**src/rtl/map_ctrl_pkg.sv**
```systemverilog
// Shared constants, opcodes and FSM encoding for the card-map update controller.
package map_ctrl_pkg;

    localparam int unsigned SLOTS    = 144;
    localparam int unsigned CARD_W   = 6;
    localparam int unsigned VB_START = 480;

    localparam logic [1:0] OP_WRITE     = 2'b00;
    localparam logic [1:0] OP_CLEAR     = 2'b01;
    localparam logic [1:0] OP_TOGGLE    = 2'b10;
    localparam logic [1:0] OP_DESEL_ALL = 2'b11;

    localparam logic [CARD_W-1:0] CARD_EMPTY = '0;

    // Requester identity, also the encoding of last_grant.
    localparam logic GNT_LOC = 1'b0;
    localparam logic GNT_REM = 1'b1;

    typedef enum logic [1:0] {
        StIdle,
        StExec,
        StAck,
        StCommit
    } state_e;

endpackage

```
**src/rtl/rr_arbiter2.sv**
```systemverilog
// Two-way round-robin arbiter; bit 0 = local, bit 1 = remote, last_grant 1 = remote.
module rr_arbiter2 (
    input  logic [1:0] req,
    input  logic       last_grant,
    output logic [1:0] grant
);

    always_comb begin
        grant = req;
        if (req == 2'b11) begin
            grant = last_grant ? 2'b01 : 2'b10;
        end
    end

endmodule

```
**src/rtl/map_update_ctrl.sv**
```systemverilog
// Serialises local/remote edits into a shadow card map and publishes it at vblank start.
module map_update_ctrl
    import map_ctrl_pkg::*;
(
    input  logic                    clk,
    input  logic                    rst,
    input  logic [9:0]              v_cnt,
    input  logic                    loc_req,
    input  logic [1:0]              loc_op,
    input  logic [7:0]              loc_pos,
    input  logic [CARD_W-1:0]       loc_card,
    output logic                    loc_ack,
    input  logic                    rem_req,
    input  logic [1:0]              rem_op,
    input  logic [7:0]              rem_pos,
    input  logic [CARD_W-1:0]       rem_card,
    output logic                    rem_ack,
    output logic                    err,
    output logic                    busy,
    output logic [SLOTS*CARD_W-1:0] map,
    output logic [SLOTS-1:0]        sel_card
);

    state_e                    state;
    logic [SLOTS*CARD_W-1:0]   shadow_map;
    logic [SLOTS-1:0]          shadow_sel;
    logic [1:0]                op_q;
    logic [7:0]                pos_q;
    logic [CARD_W-1:0]         card_q;
    logic                      gnt_rem_q;
    logic                      last_grant;
    logic                      dirty;
    logic                      commit_pend;
    logic                      vb_q;

    logic                      vb;
    logic                      vb_rise;
    logic                      accept;
    logic [1:0]                grant;

    assign vb      = (v_cnt >= 10'(VB_START));
    assign vb_rise = vb & ~vb_q;
    assign accept  = (pos_q < 8'(SLOTS)) || (op_q == OP_DESEL_ALL);

    rr_arbiter2 u_arb (
        .req        ({rem_req, loc_req}),
        .last_grant (last_grant),
        .grant      (grant)
    );

    always_ff @(posedge clk or posedge rst) begin
        if (rst) begin
            state       <= StIdle;
            shadow_map  <= '0;
            shadow_sel  <= '0;
            map         <= '0;
            sel_card    <= '0;
            op_q        <= OP_WRITE;
            pos_q       <= '0;
            card_q      <= CARD_EMPTY;
            gnt_rem_q   <= GNT_LOC;
            last_grant  <= GNT_REM;
            dirty       <= 1'b0;
            commit_pend <= 1'b0;
            vb_q        <= 1'b0;
            loc_ack     <= 1'b0;
            rem_ack     <= 1'b0;
            err         <= 1'b0;
            busy        <= 1'b0;
        end else begin
            vb_q <= vb;
            // An accepted edit finishing this edge counts as dirty for the frame.
            if (vb_rise && (dirty || (state == StExec && accept))) begin
                commit_pend <= 1'b1;
            end

            case (state)
                StIdle: begin
                    if (commit_pend || (vb_rise && dirty)) begin
                        state <= StCommit;
                        busy  <= 1'b1;
                    end else if (|grant) begin
                        state      <= StExec;
                        busy       <= 1'b1;
                        gnt_rem_q  <= grant[1];
                        last_grant <= grant[1];
                        op_q       <= grant[1] ? rem_op   : loc_op;
                        pos_q      <= grant[1] ? rem_pos  : loc_pos;
                        card_q     <= grant[1] ? rem_card : loc_card;
                    end
                end
                StExec: begin
                    state   <= StAck;
                    err     <= ~accept;
                    loc_ack <= ~gnt_rem_q;
                    rem_ack <= gnt_rem_q;
                    if (accept) begin
                        dirty <= 1'b1;
                        unique case (op_q)
                            OP_WRITE: shadow_map[int'(pos_q)*CARD_W +: CARD_W] <= card_q;
                            OP_CLEAR: begin
                                shadow_map[int'(pos_q)*CARD_W +: CARD_W] <= CARD_EMPTY;
                                shadow_sel[pos_q] <= 1'b0;
                            end
                            OP_TOGGLE:    shadow_sel[pos_q] <= ~shadow_sel[pos_q];
                            OP_DESEL_ALL: shadow_sel <= '0;
                        endcase
                    end
                end
                StAck: begin
                    state   <= StIdle;
                    busy    <= 1'b0;
                    loc_ack <= 1'b0;
                    rem_ack <= 1'b0;
                    err     <= 1'b0;
                end
                StCommit: begin
                    state       <= StIdle;
                    busy        <= 1'b0;
                    map         <= shadow_map;
                    sel_card    <= shadow_sel;
                    dirty       <= 1'b0;
                    commit_pend <= 1'b0;
                end
                default: state <= StIdle;
            endcase
        end
    end

endmodule

```
**config.mk**
```make
export PLATFORM = sky130hd
export DESIGN_NAME = map_update_ctrl
export DESIGN_NICKNAME = d
export VERILOG_FILES = /design/src/rtl/map_ctrl_pkg.sv /design/src/rtl/rr_arbiter2.sv /design/src/rtl/map_update_ctrl.sv
export SDC_FILE = /design/constraint.sdc
export NUM_CORES = 2
export LEC_CHECK = 0
export CAP_MARGIN = 40
export CORE_ASPECT_RATIO = 0.6
export CORE_MARGIN = 10
export CORE_UTILIZATION = 60
export CTS_BUF_LIST = sky130_fd_sc_hd__clkbuf_16
export DETAILED_ROUTE_END_ITERATION = 12
export PLACE_DENSITY = 0.85
export SLEW_MARGIN = 40
export SYNTH_ARGS = -nofsm -noshare
export SYNTH_HDL_FRONTEND = slang
export SYNTH_SLANG_ARGS = --single-unit
export TNS_END_PERCENT = 5
```
**constraint.sdc**
```tcl
create_clock -name clk -period 206.6 [get_ports clk]
set_input_delay 61.98 -clock clk [delete_from_list [all_inputs] [get_ports clk]]
set_output_delay 61.98 -clock clk [all_outputs]
set_load 0.005 [all_outputs]
```
==> qor.csv <==
stage,metric,value,unit
synthesis,yosysSeqAreaShare,0.607,
synthesis,synth_top_cell_by_area,dfrtp_1,
critical_path,start_kind,input pin,
placed_design,globalplace.congestion,0.981,
clocking,cts_resized,0,
sta,min_period,65.23,ns
clocking,worstSkewPairLatency,0.85,ns
floorplan,initial_core_util,0.604,
synthesis,post_synth.cell_area_avg,12.8,um^2
sta,worst_pin_slew,0.941,ns
synthesis,ys_async_sr_fraction,1.00,
final_layout,final_cell_mix,"2041 x dfrtp_1, 1529 x mux2_2, 1052 x clkdlybuf4s50_1",
global_route,grt_pass1_wl,450000,um
critical_path,crit_path_start,rst,
critical_path,crit_path_end_kind,async pin,
detailed_routing,wl_per_cell,33.2,um
floorplan,coreArea,139000,um^2
sta,setup_tns,0,ns
floorplan,die_w,504,um
synthesis,yosysWarnings,0,
floorplan,rows,106,
floorplan,die_h,310,um
critical_path,cp_data_required_time,207.50,ns
floorplan,io_pins,1058,
synthesis,ys_types,71,
synthesis,synth-edff-count,0,
clocking,ctsHoldBuffers,0,
clocking,numCtsBuffers,176,
sta,setup_viol,0,
synthesis,yosysTopAreaCellShare,0.607,
sta,min_period_over_period,0.316,
synthesis,ys_seq_elements,2043,
flow_run,drv_cap,0,
detailed_routing,drc,0,
critical_path,crit_type,in -> async,
synthesis,synth.area.top_cells,"dfrtp_1 61%, mux2_2 20%, o21ai_0 3.8%",
global_route,overflow,0,
clocking,cts_tree,built,
sta,hold_viol_final,0,
final_layout,finish.utilization,0.739,
run_status,status,"complete, no violations",
clocking,htreeDepth,4,
global_route,first_global_vias,63700,
clocking,path_clk_slew,0.07,ns
sta,rsz0062_at_grt,no,
clocking,post_cts_buffers,0,
synthesis,syn_inst,6561,
clocking,cts-root-buf,clkbuf_16,
worst_hold_path,hp-class,reg -> reg,
synthesis,synthFlopType,dfrtp_1,
sta,max_slew_margin,0.373,
sta,fmax,15.3,MHz
sta,clock_skew,0.0357,ns
detailed_routing,finalWirelength,316000,um
worst_hold_path,min_from,shadow_map[211],
power,leakagePower,47.6,nW
final_layout,syn_to_final_growth,22.4,%
floorplan,dieArea,156000,um^2
global_route,grt_usage,0.392,
final_layout,drive_gt1_frac,0.277,
clocking,clockBufferDepth,3,
sta,slew_violations,0,
critical_path,worst_ep_arrival_time,66.12,ns
critical_path,reg2reg_from,pos_q[0],
critical_path,path_max_fanout,96,
detailed_routing,vias,63200,
synthesis,synth_area,84200,um^2
placed_design,dp_hpwl,222000,um
placed_design,io_buffers,1052,
synthesis,syn_nets,6634,
detailed_routing,ant_nets,0,
global_route,grt_max_degree,111,
power,ir_worst_vdd,33.6,uV
final_layout,final_common_cell,dfrtp_1,
clocking,cts_sinks,2043,
detailed_routing,drtIter0Drc,7848,
detailed_routing,dr.pass1.iters,6,
detailed_routing,via_per_inst,6.65,
final_layout,layout.nets,7525,
global_route,antenna_found_initial,19,
power,p_total,1.38,mW
power,power_density,13.3,nW/um^2
[final cells by class]
| cell class | count | area [um^2] |
|---|---|---|
| Sequential cell | 2043 | 51100 |
| Fill cell | 8639 | 36300 |
| Multi-Input combinational cell | 4017 | 31800 |
| Timing Repair Buffer | 1197 | 12100 |
| Clock buffer | 179 | 4480 |
| Tap cell | 1890 | 2360 |
| Clock inverter | 142 | 1090 |
| Inverter | 17 | 71.3 |
| Antenna cell | 14 | 35.0 |
[power by group]
part | switching, mW | leakage, nW | internal [mW]
Sequential | 0.00892 | 28.5 | 0.407
Clock | 0.156 | 2.88 | 0.171
Combinational | 0.519 | 16.2 | 0.113
[cells by family after synthesis]
kind of cell,synth area share
compound gates,0.0815
xor+xnor,0.00104
fa+ha+maj,0.00401
buf+inv,0.0227
flops,0.607
mux,0.219
simple gates,0.0647
[per-layer routing]
metal | track usage | wire (um) | up-vias
met2 | 0.550 | 132000 | 4125
met1 | 0.519 | 122000 | 32900
met5 | 0 | 13 | -
met3 | 0.151 | 39600 | 860
met4 | 0.230 | 22500 | 2
li1 | - | - | 25300
[state kept, by name, summed over array words and instances (netlist names), 2 cells and up]
signal and count:
shadow_sel 144, state 2, pos_q 8, card_q 6, sel_card 144, op_q 2, map 864, shadow_map 864
[through the flow]
step / hold slack [ns] / area, um^2 / setup WS (ns) / cells
4_1_cts: 0.475 / 103000 / 141.34 / 9483
3_5_place_dp: 0.460 / 97300 / 140.44 / 9162
5_1_grt: 0.499 / 103000 / 140.90 / 9487
3_3_place_gp: 0.456 / 96700 / 139.85 / 9145
2_1_floorplan: 0.443 / 84200 / 86.91 / 6561
6_report: 0.477 / 103000 / 141.37 / 9499
[worst max-delay path: stages]
cell and delay (ns):
clkdlybuf4s50_1 0.51, inv_8 0.47, buf_6 0.59, buf_6 0.66, buf_12 0.45, buf_16 0.41, buf_6 0.65
[cell usage after synthesis, drive strengths merged (4+ instances only)]
| cell | count |
|---|---|
| mux4 | 47 |
| nor2 | 652 |
| nor4 | 12 |
| clkbuf | 452 |
| nor2b | 6 |
| nor3b | 6 |
| or3 | 21 |
| o21ai | 637 |
| mux2i | 18 |
| a21o | 9 |
| inv | 17 |
| nand2b | 15 |
| mux2 | 1529 |
| o41ai | 278 |
| a32oi | 5 |
| o211ai | 9 |
| and3 | 8 |
| a22oi | 8 |
| o22ai | 9 |
| a21boi | 5 |
| o31ai | 39 |
| dfrtp | 2042 |
| or4 | 8 |
| xor2 | 4 |
| nand4 | 21 |
| nand2 | 380 |
| nor3 | 40 |
| a211oi | 6 |
| ha | 27 |
| o32ai | 7 |
| and2 | 10 |
| a21oi | 40 |
| buf | 32 |
| nand3 | 94 |
| or2 | 19 |
| xnor2 | 6 |
| o211a | 5 |
[worst paths after layout]
check                                   to  slack [ns]  cells after the start
min reg2reg                shadow_map[211]        0.48                      1
max reg2reg                shadow_map[516]      199.56                     17
min in group asynchronous    sel_card[107]       61.67                      2
max in group clk                  map[529]      142.67                      1
max                        shadow_map[618]      141.37                      7
min                        shadow_map[211]        0.48                      1
(Power assumes the default switching activity.)
